[src/rtl/mips_ctrl_pkg.sv]
// Shared definitions for the pipelined MIPS control unit: opcode/funct
// encodings, ALU operation codes and the control word carried through the
// DEC->EXE->MEM->WB stage registers.
package mips_ctrl_pkg;

  // Primary opcodes (instr[31:26])
  localparam logic [5:0] OpRtype = 6'b000000;
  localparam logic [5:0] OpLw    = 6'b100011;
  localparam logic [5:0] OpSw    = 6'b101011;
  localparam logic [5:0] OpBeq   = 6'b000100;
  localparam logic [5:0] OpBne   = 6'b000101;
  localparam logic [5:0] OpAddi  = 6'b001000;
  localparam logic [5:0] OpAndi  = 6'b001100;
  localparam logic [5:0] OpOri   = 6'b001101;
  localparam logic [5:0] OpSlti  = 6'b001010;
  localparam logic [5:0] OpJ     = 6'b000010;

  // R-type function codes (instr[5:0])
  localparam logic [5:0] FnAdd = 6'b100000;
  localparam logic [5:0] FnSub = 6'b100010;
  localparam logic [5:0] FnAnd = 6'b100100;
  localparam logic [5:0] FnOr  = 6'b100101;
  localparam logic [5:0] FnSlt = 6'b101010;

  typedef enum logic [2:0] {
    AluAnd = 3'b000,
    AluOr  = 3'b001,
    AluAdd = 3'b010,
    AluSub = 3'b110,
    AluSlt = 3'b111
  } alu_op_e;

  typedef struct packed {
    logic    regwrite;
    logic    memtoreg;
    logic    memwrite;
    logic    branch;
    logic    bne;
    logic    alusrc;
    logic    regdst;
    alu_op_e alucontrol;
    logic    valid;
  } ctrl_t;

  // All-zero word: no writes, no branch, not valid.
  localparam ctrl_t CTRL_BUBBLE = '0;

endpackage

[src/rtl/ctrl_decoder.sv]
// Combinational main + ALU decoder for the DEC stage.
// Ports:
//   opcode  in   6  instr[31:26]
//   funct   in   6  instr[5:0]
//   ctrl    out     control word for the EXE stage register
//   jump    out  1  j decoded
//   extop   out  1  1 = sign-extend immediate
//   illegal out  1  unknown opcode or R-type funct
module ctrl_decoder
  import mips_ctrl_pkg::*;
#(
  parameter int unsigned ZEXT_LOGIC = 1
) (
  input  logic [5:0] opcode,
  input  logic [5:0] funct,
  output ctrl_t      ctrl,
  output logic       jump,
  output logic       extop,
  output logic       illegal
);

  localparam logic LogicExtop = (ZEXT_LOGIC == 0);

  always_comb begin
    ctrl    = CTRL_BUBBLE;
    jump    = 1'b0;
    extop   = 1'b1;
    illegal = 1'b0;

    case (opcode)
      OpRtype: begin
        ctrl.regwrite = 1'b1;
        ctrl.regdst   = 1'b1;
        ctrl.valid    = 1'b1;
        case (funct)
          FnAdd:   ctrl.alucontrol = AluAdd;
          FnSub:   ctrl.alucontrol = AluSub;
          FnAnd:   ctrl.alucontrol = AluAnd;
          FnOr:    ctrl.alucontrol = AluOr;
          FnSlt:   ctrl.alucontrol = AluSlt;
          default: illegal = 1'b1;
        endcase
      end
      OpLw: begin
        ctrl.regwrite   = 1'b1;
        ctrl.memtoreg   = 1'b1;
        ctrl.alusrc     = 1'b1;
        ctrl.alucontrol = AluAdd;
        ctrl.valid      = 1'b1;
      end
      OpSw: begin
        ctrl.memwrite   = 1'b1;
        ctrl.alusrc     = 1'b1;
        ctrl.alucontrol = AluAdd;
        ctrl.valid      = 1'b1;
      end
      OpBeq, OpBne: begin
        ctrl.branch     = 1'b1;
        ctrl.bne        = (opcode == OpBne);
        ctrl.alucontrol = AluSub;
        ctrl.valid      = 1'b1;
      end
      OpAddi, OpAndi, OpOri, OpSlti: begin
        ctrl.regwrite = 1'b1;
        ctrl.alusrc   = 1'b1;
        ctrl.valid    = 1'b1;
        case (opcode)
          OpAndi:  ctrl.alucontrol = AluAnd;
          OpOri:   ctrl.alucontrol = AluOr;
          OpSlti:  ctrl.alucontrol = AluSlt;
          default: ctrl.alucontrol = AluAdd;
        endcase
        if (opcode == OpAndi || opcode == OpOri) extop = LogicExtop;
      end
      OpJ: begin
        // Travels down the pipe as a valid no-op.
        jump       = 1'b1;
        ctrl.valid = 1'b1;
      end
      default: illegal = 1'b1;
    endcase

    // Illegal instructions must not write, branch or jump.
    if (illegal) begin
      ctrl = CTRL_BUBBLE;
      jump = 1'b0;
    end
  end

endmodule

[src/rtl/pipe_ctrl_unit.sv]
// Pipelined control unit for the 5-stage MIPS core. Decodes in DEC and
// carries the control word through EXE, MEM and WB stage registers, with
// stall bubbles, wrong-path flush and branch resolution in EXE or MEM.
// Ports:
//   clk, reset                  clock, synchronous active-high reset
//   stall                       bubble into EXE this edge
//   opcode, funct               DEC-stage instruction fields
//   zero_EXE, zero_MEM          ALU zero flag in EXE / MEM
//   jump_DEC, extop_DEC,
//   illegal_DEC                 combinational decode outputs
//   alusrc_EXE, regdst_EXE,
//   alucontrol_EXE,
//   memtoreg_EXE                EXE-stage controls
//   memwrite_MEM, regwrite_MEM  MEM-stage controls
//   pcsrc, flush_IFID           branch taken / IF-ID clear
//   regwrite_WB, memtoreg_WB,
//   valid_WB                    WB-stage controls
module pipe_ctrl_unit
  import mips_ctrl_pkg::*;
#(
  parameter int unsigned ALUCTRL_W    = 3,
  parameter int unsigned BRANCH_STAGE = 3,
  parameter int unsigned ZEXT_LOGIC   = 1
) (
  input  logic                 clk,
  input  logic                 reset,
  input  logic                 stall,
  input  logic [5:0]           opcode,
  input  logic [5:0]           funct,
  input  logic                 zero_EXE,
  input  logic                 zero_MEM,
  output logic                 jump_DEC,
  output logic                 extop_DEC,
  output logic                 illegal_DEC,
  output logic                 alusrc_EXE,
  output logic                 regdst_EXE,
  output logic [ALUCTRL_W-1:0] alucontrol_EXE,
  output logic                 memtoreg_EXE,
  output logic                 memwrite_MEM,
  output logic                 regwrite_MEM,
  output logic                 pcsrc,
  output logic                 flush_IFID,
  output logic                 regwrite_WB,
  output logic                 memtoreg_WB,
  output logic                 valid_WB
);

  // Resolving in MEM means two younger instructions (EXE and DEC) are wrong-path.
  localparam logic FlushMem = (BRANCH_STAGE != 2);

  ctrl_t dec_ctrl;
  ctrl_t exe_d, exe_q;
  ctrl_t mem_d, mem_q;
  ctrl_t wb_q;
  logic  unused_zero;
  logic  unused_wb;

  ctrl_decoder #(
    .ZEXT_LOGIC(ZEXT_LOGIC)
  ) u_decoder (
    .opcode  (opcode),
    .funct   (funct),
    .ctrl    (dec_ctrl),
    .jump    (jump_DEC),
    .extop   (extop_DEC),
    .illegal (illegal_DEC)
  );

  generate
    if (BRANCH_STAGE == 2) begin : g_br_exe
      assign pcsrc       = exe_q.branch & (zero_EXE ^ exe_q.bne) & exe_q.valid;
      assign unused_zero = zero_MEM;
    end else begin : g_br_mem
      assign pcsrc       = mem_q.branch & (zero_MEM ^ mem_q.bne) & mem_q.valid;
      assign unused_zero = zero_EXE;
    end
  endgenerate

  always_comb begin
    exe_d = dec_ctrl;
    if (stall || pcsrc) exe_d = CTRL_BUBBLE;
    mem_d = exe_q;
    if (pcsrc && FlushMem) mem_d = CTRL_BUBBLE;
  end

  always_ff @(posedge clk) begin
    if (reset) begin
      exe_q <= CTRL_BUBBLE;
      mem_q <= CTRL_BUBBLE;
      wb_q  <= CTRL_BUBBLE;
    end else begin
      exe_q <= exe_d;
      mem_q <= mem_d;
      wb_q  <= mem_q;
    end
  end

  assign flush_IFID     = pcsrc | jump_DEC;
  assign alusrc_EXE     = exe_q.alusrc;
  assign regdst_EXE     = exe_q.regdst;
  assign alucontrol_EXE = ALUCTRL_W'(exe_q.alucontrol);
  assign memtoreg_EXE   = exe_q.memtoreg;
  assign memwrite_MEM   = mem_q.memwrite;
  assign regwrite_MEM   = mem_q.regwrite;
  assign regwrite_WB    = wb_q.regwrite;
  assign memtoreg_WB    = wb_q.memtoreg;
  assign valid_WB       = wb_q.valid;

  // WB only needs the write-back fields; the rest ride along for debug visibility.
  assign unused_wb = ^{wb_q.memwrite, wb_q.branch, wb_q.bne, wb_q.alusrc, wb_q.regdst,
                       wb_q.alucontrol};

endmodule

[config.mk]
export PLATFORM = sky130hd
export DESIGN_NAME = pipe_ctrl_unit
export DESIGN_NICKNAME = d
export VERILOG_FILES = /design/src/rtl/mips_ctrl_pkg.sv /design/src/rtl/ctrl_decoder.sv /design/src/rtl/pipe_ctrl_unit.sv
export SDC_FILE = /design/constraint.sdc
export NUM_CORES = 1
export LEC_CHECK = 0
export CORE_ASPECT_RATIO = 1.2
export CORE_MARGIN = 4
export CORE_UTILIZATION = 42
export CTS_CLUSTER_DIAMETER = 80
export CTS_CLUSTER_SIZE = 14
export DETAILED_ROUTE_END_ITERATION = 12
export PLACE_DENSITY = 0.85
export REMOVE_ABC_BUFFERS = 1
export SLEW_MARGIN = 20
export SYNTH_ARGS = -nofsm -noshare
export SYNTH_HDL_FRONTEND = slang
export SYNTH_SLANG_ARGS = --single-unit
[constraint.sdc]
create_clock -name clk -period 2 [get_ports clk]
set_clock_uncertainty 0.2 [all_clocks]
set_input_delay 0.2 -clock clk [delete_from_list [all_inputs] [get_ports clk]]
set_output_delay 0.2 -clock clk [all_outputs]
set_load 0.02 [all_outputs]
==> flow_metrics.tcl, run 1 <==
set metrics [dict create \
    run_status "finished clean" \
    finalHoldViolCount 0 \
    dp_cells 155 \
    r2r_setup_slack_ps 320 \
    viasPerCell 5.26 \
    syn_area_per_cell_um2 9.59 \
    hold_class "input pin to register" \
    min_period_ps 1970 \
    placementRows 17 \
    die_w_um 49.4 \
    relSlewSlack_pct 72.5 \
    path_clk_slew_ps 110 \
    drtAntennaViolNets 0 \
    synth-seq-area-share_pct 46.4 \
    grt_pass1_wl_um 3210 \
    setup_viol 0 \
    grt_pass1_vias 827 \
    hold_buffers 0 \
    nets 159 \
    fin_crit_sh_pct 98.6 \
    die_area_mm2 0.00285 \
    yosysUniqueCellTypes 33 \
    drc 0 \
    final_layout_size_suffix_gt1_share_pct 31.9 \
    rsz0062_at_grt "true" \
    root_buffer "clkbuf_4" \
    crit_path_max_fanout 2 \
    drtIter0Drc 11 \
    gp_congestion 0.931 \
    yosys_warnings 0 \
    yosysTopAreaCell "dfxtp_1" \
    power.density_cell_area_mw_per_mm2 611 \
    routed.top_layer "met4" \
    diodes 0 \
    grt.overflow.total 0 \
    cts_tree "done" \
    cts_buffers 3 \
    crit_type "input pin to output pin" \
    via_count 842 \
    drt-met1-wl_um 727 \
    start_util_pct 45.6 \
    stdcell_count 160 \
    grt.total_usage_pct 13.9 \
    h-tree-depth 1 \
    drv_slew 0 \
    ys_top_cells_by_area "dfxtp_1 (46%), and2_1 (4.3%), nor3_1 (4.1%)" \
    netlist_area_um2 863 \
    fillers 147 \
    p_leak_nw 0.561 \
    ys_seq_elements 20 \
    crit_path_start_kind "input pin" \
    worst_pin_slew_ps 413 \
    cp.required_ps 1600 \
    worstSetupEndpointType "output pin" \
    io_buffers 31 \
    clock-sinks 20 \
    ios 33 \
    antenna_found_initial 0 \
    dr_wl_met3_um 163 \
    dpl.hpwl_um 1560 \
    wl_met2_um 985 \
    coreArea_mm2 0.00189 \
    grt_max_degree 13 \
    synth_cells 90 \
    clockBufferDepth 2 \
    syn_to_final_growth_pct 59.1 \
    clk-insertion-delay-late_ps 280 \
    dr.pass1.iters 2 \
    routedWlPerCell_um 12.2 \
    timing.fmax_ghz 0.507 \
    ir_drop_mv 0.456 \
    chipHeight_um 57.7 \
    wirelength_um 1950 \
    fin_util_pct 72.6 \
    synth_top_area_share_pct 46.4 \
    maxCapViolations 0 \
    crit_arrival_ps 1570 \
]
[state kept, by name (all words and copies together) (netlist names)]
| signal | count |
|---|---|
| alucontrol_EXE | 3 |
| alusrc_EXE | 1 |
| exe_q | 5 |
| mem_q | 4 |
| memtoreg_EXE | 1 |
| memtoreg_WB | 1 |
| memwrite_MEM | 1 |
| regdst_EXE | 1 |
| regwrite_MEM | 1 |
| regwrite_WB | 1 |
| valid_WB | 1 |
[layout make-up]
type                    count  area, um2  share of cell area (%)
repair buffers             54        465                    33.9
multi-input cells          60        420                    30.6
flip-flops and latches     20        400                    29.1
clock inverters             1       30.0                    2.19
well taps                  19       23.8                    1.73
clock buffers               3       22.5                    1.64
inverters                   3       11.3                   0.820
[metal layers]
layer | track usage [%] | vias to the layer above
li1 | - | 421
met1 | 12.8 | 376
met2 | 27.8 | 37
met3 | 3.08 | 8
met4 | 7.91 | 0
met5 | 0 | -
[power by group]
group | switching (W) | internal [W] | total (W) | leakage [nW]
clock network | 0.000112 | 0.000202 | 0.000314 | 0.0279
logic | 0.0000540 | 0.0000714 | 0.000125 | 0.372
registers | 0.000000361 | 0.000399 | 0.000400 | 0.161
total | 0.000167 | 0.000673 | 0.000840 | 0.561
[synth_stat cells]
| cell | n |
|---|---|
| dfxtp_1 | 20 |
| nor3_1 | 7 |
| and2_1 | 6 |
| nand2_1 | 5 |
| nand2b_1 | 5 |
| a21oi_1 | 3 |
| a32oi_1 | 3 |
| buf_4 | 3 |
| clkbuf_1 | 3 |
| inv_1 | 3 |
| nor2_1 | 3 |
| nor2b_1 | 3 |
| nor3b_1 | 3 |
| nor4_1 | 3 |
| or2_2 | 2 |
| a211o_1 | 1 |
| a211oi_1 | 1 |
| a31o_2 | 1 |
| a31oi_1 | 1 |
| and3_1 | 1 |
| and4b_2 | 1 |
| buf_6 | 1 |
| mux2_2 | 1 |
| mux2i_1 | 1 |
| nor3_2 | 1 |
| nor4b_1 | 1 |
| nor4bb_1 | 1 |
| o21ai_0 | 1 |
| o221ai_2 | 1 |
| o2bb2ai_1 | 1 |
| or3_4 | 1 |
| or4_4 | 1 |
| xor2_1 | 1 |
[kinds of logic (layout without fill, tap and decap cells)]
| group | Yosys count | count (layout) | share of synthesized area (%) |
|---|---|---|---|
| compound gates | 13 | 13 | 11.7 |
| xor+xnor | 1 | 1 | 1.01 |
| buf+inv | 10 | 61 | 6.52 |
| flops | 20 | 20 | 46.4 |
| mux | 2 | 2 | 2.46 |
| simple gates | 44 | 44 | 31.9 |
[through the flow]
stage / worst slack, ps / hold slack, ps / power (W) / cell area, um2 / setup TNS [ps]
detailed placement: -766 / 213 / 0.000533 / 1320 / -6080
CTS: -96.8 / 159 / 0.000842 / 1380 / -96.8
global placement: -742 / 209 / 0.000530 / 1320 / -5640
floorplan: -73.2 / 71.6 / 0.000448 / 818 / -684
finish: 28.4 / 114 / 0.000840 / 1370 / 0
global route: -3.25 / 118 / 0.000871 / 1370 / -3.25
[critical path: stages]
cell and delay, ps:
clkdlybuf4s50_1 480, mux2_2 330, nor3b_1 260, o221ai_2 140
buf_4 170
[placed cells by master, fill, tap and decap left out, types with 2 or more instances in the layout]
| cell type | netlist | layout |
|---|---|---|
| nand2_1 | 5 | 5 |
| nor3_1 | 7 | 6 |
| clkdlybuf4s50_1 | 0 | 22 |
| nor4_1 | 3 | 3 |
| inv_1 | 3 | 3 |
| clkbuf_4 | 0 | 3 |
| a32oi_1 | 3 | 3 |
| a21oi_1 | 3 | 2 |
| nor2_1 | 3 | 3 |
| nand2b_1 | 5 | 5 |
| nor3b_1 | 3 | 2 |
| dlygate4sd2_1 | 0 | 2 |
| or2_2 | 2 | 2 |
| and2_1 | 6 | 6 |
| dfxtp_1 | 20 | 20 |
| nor3_2 | 1 | 2 |
| buf_4 | 3 | 24 |
| nor2b_1 | 3 | 3 |
| clkbuf_2 | 0 | 3 |
[repair_timing]
item / in CTS / in global routing
pin swaps: 3 / 4
setup buffers: 2 / 0
gates resized for setup: 20 / 8
setup endpoints to repair: 16 / 9
[final timing paths]
path	startpoint	endpoint	cells after the start
setup reg to reg	mem_q[6]	alucontrol_EXE[1]	5
setup / recovery	funct[2]	illegal_DEC	5
hold reg to reg	exe_q[10]	regwrite_MEM	1
hold / removal	opcode[5]	regdst_EXE	4
(Power assumes the default switching activity.)
==> run 2, diff against run 1 <==
--- a/config.mk
+++ b/config.mk
@@ -5,13 +5,14 @@
 export SDC_FILE = /design/constraint.sdc
 export NUM_CORES = 1
 export LEC_CHECK = 0
+export CAP_MARGIN = 30
 export CORE_ASPECT_RATIO = 1.2
 export CORE_MARGIN = 4
-export CORE_UTILIZATION = 42
+export CORE_UTILIZATION = 30
 export CTS_CLUSTER_DIAMETER = 80
 export CTS_CLUSTER_SIZE = 14
 export DETAILED_ROUTE_END_ITERATION = 12
-export PLACE_DENSITY = 0.85
+export PLACE_DENSITY = 0.66
 export REMOVE_ABC_BUFFERS = 1
 export SLEW_MARGIN = 20
 export SYNTH_ARGS = -nofsm -noshare
==> run 2 against run 1 <==
  * Routed wire length up 1.1%
  * Global-route usage down 3.4 points
  * Core utilization down 22 points
  * Sequential power about the same
  * Maximum frequency up 0.67%
  * Setup slack better by 13 ps
  * Clock-buffer cell count up 1
  * Power down 11%
  * Sequential share of layout area down 0.62 points
  * First-iteration DRC count down 45%
  * Combinational power about the same
  * Clock power down 29%
  * Critical endpoint unchanged
  * Largest cell class unchanged
  * Largest power group unchanged
==> flow_metrics.tcl, run 2 (same netlist as run 1, synthesis figures left out) <==
set metrics [dict create \
    fin_setup_tns_ps 0 \
    switching_share_pct 22.3 \
    routedWlPerCell_um 11.1 \
    drv_slew 0 \
    fin_crit_sh_pct 97.9 \
    ir_drop_mv 0.246 \
    fin_util_pct 50.4 \
    grt.overflow.total 0 \
    crit_family "simple AND/OR/NAND/NOR gates" \
    critPathSlowestCell "or4_4" \
    path_clk_slew_ps 110 \
    multi_input_area_um2 432 \
    worstSetupEndpointType "output pin" \
    cts_tree "done" \
    via_count 828 \
    internal-power_w 0.000583 \
    drtIter0Drc 6 \
    setup_viol 0 \
    grt.total_usage_pct 10.5 \
    coreArea_mm2 0.00279 \
    gp_congestion 0.916 \
    maxCapViolations 0 \
    die_area_mm2 0.00380 \
    clockBufferDepth 2 \
    p_leak_nw 0.562 \
    nets 161 \
    drc 0 \
    fillers 280 \
    crit_path_max_fanout 3 \
    power.share.clock_pct 29.8 \
    viasPerCell 4.68 \
    run_status "finished clean" \
    hold_buffers 0 \
    syn_to_final_growth_pct 62.6 \
    finalHoldViolCount 0 \
    cts_buffers 3 \
    power.density_cell_area_mw_per_mm2 534 \
    relSlewSlack_pct 77.0 \
    root_buffer "clkbuf_4" \
    dpl_cell_area_mm2 0.00134 \
    cp.depth 5 \
    regMostFlops "exe_q" \
    grt_pass1_wl_um 3180 \
    final_area_mm2 0.00140 \
    drtAntennaViolNets 0 \
    start_util_pct 31.0 \
    worst_pin_slew_ps 344 \
    largest_register_ffs 5 \
    register_area_um2 400 \
    h-tree-depth 1 \
    min_path_cells 5 \
    max_stage_delay_ps 540 \
    io_buffers 31 \
    dr.pass1.iters 4 \
    combinationalPowerShare_pct 16.9 \
    p_sw_w 0.000167 \
    seq_power_share_pct 53.3 \
    cp.required_ps 1600 \
    final_common_cell "buf_4" \
    path_buf_inv 2 \
    chipHeight_um 66.8 \
    clock-sinks 20 \
    clk-insertion-delay-late_ps 280 \
    antenna_found_initial 0 \
    power.total_w 0.000750 \
    diodes 0 \
    placementRows 21 \
    layout_common_cells "buf_4 (26), clkdlybuf4s50_1 (22), dfxtp_1 (20)" \
    grt_pass1_vias 767 \
    min_period_ps 1960 \
    ios 33 \
    hold_class "input pin to register" \
    final_layout_size_suffix_gt1_share_pct 34.3 \
    timing.fmax_ghz 0.511 \
    reg2reg_depth 6 \
    dpl.hpwl_um 1600 \
    wirelength_um 1970 \
    crit_type "input pin to output pin" \
    rsz0062_at_grt "true" \
    die_w_um 57.0 \
    crit_arrival_ps 1560 \
    crit_path_start_kind "input pin" \
    grt_max_degree 12 \
    path_cells "buf_6 > or4_4 > or3_4 > o221ai_2 > buf_4" \
]
## run 2: layer usage
metal,up-vias,GRT usage [%],part of all wire [%]
met5,-,0,0
met4,0,5.80,1.5
met3,4,2.33,7.8
met2,28,19.0,51
met1,370,11.2,40
li1,426,-,-
## run 2: metrics by stage
stage | hold WS, ps | cells | setup slack (ps)
4_1_cts | 145 | 176 | -94.8
6_report | 133 | 177 | 41.5
3_3_place_gp | 209 | 170 | -746
5_1_grt | 146 | 177 | -2.23
3_5_place_dp | 217 | 170 | -776
2_1_floorplan | 71.6 | 83 | -73.2
## run 2: cell type report
type,count,area share (%)
Inverter,3,0.802
Tap cell,34,3.03
Timing Repair Buffer,56,34.3
Clock buffer,4,2.58
Sequential cell,20,28.5
Multi-Input combinational cell,60,30.7
## run 2: worst paths after layout
| check | start | slack [ps] | end |
|---|---|---|---|
| setup / recovery | opcode[5] | 40 | illegal_DEC |
| hold / removal | opcode[5] | 130 | exe_q[10] |
| setup reg to reg | mem_q[6] | 400 | exe_q[6] |
| hold reg to reg | mem_q[9] | 230 | memtoreg_WB |
## run 2: power groups by stage
stage                     Combinational [W]  Clock [W]  Sequential [W]
final                              0.000127   0.000223        0.000400
after floorplan                   0.0000384          0        0.000410
after detailed placement           0.000124          0        0.000409
after global placement             0.000123          0        0.000409
after CTS                          0.000124   0.000232        0.000400
after global routing               0.000138   0.000253        0.000400
## run 2: repair_timing
| action | CTS | global route |
|---|---|---|
| setup endpoints to repair | 16 | 4 |
| resized for setup | 21 | 10 |
| endpoints found under the hold margin | 0 | 0 |
| pin swaps | 3 | 4 |
| buffers inserted | 2 | 1 |
## run 2: worst register-to-register path, stage by stage, from the launching register on
cell      delay (ps)
dfxtp_1          320
xor2_1           160
buf_4            130
a31oi_1          240
nand2b_1          90
buf_4            180
nor4_2           210
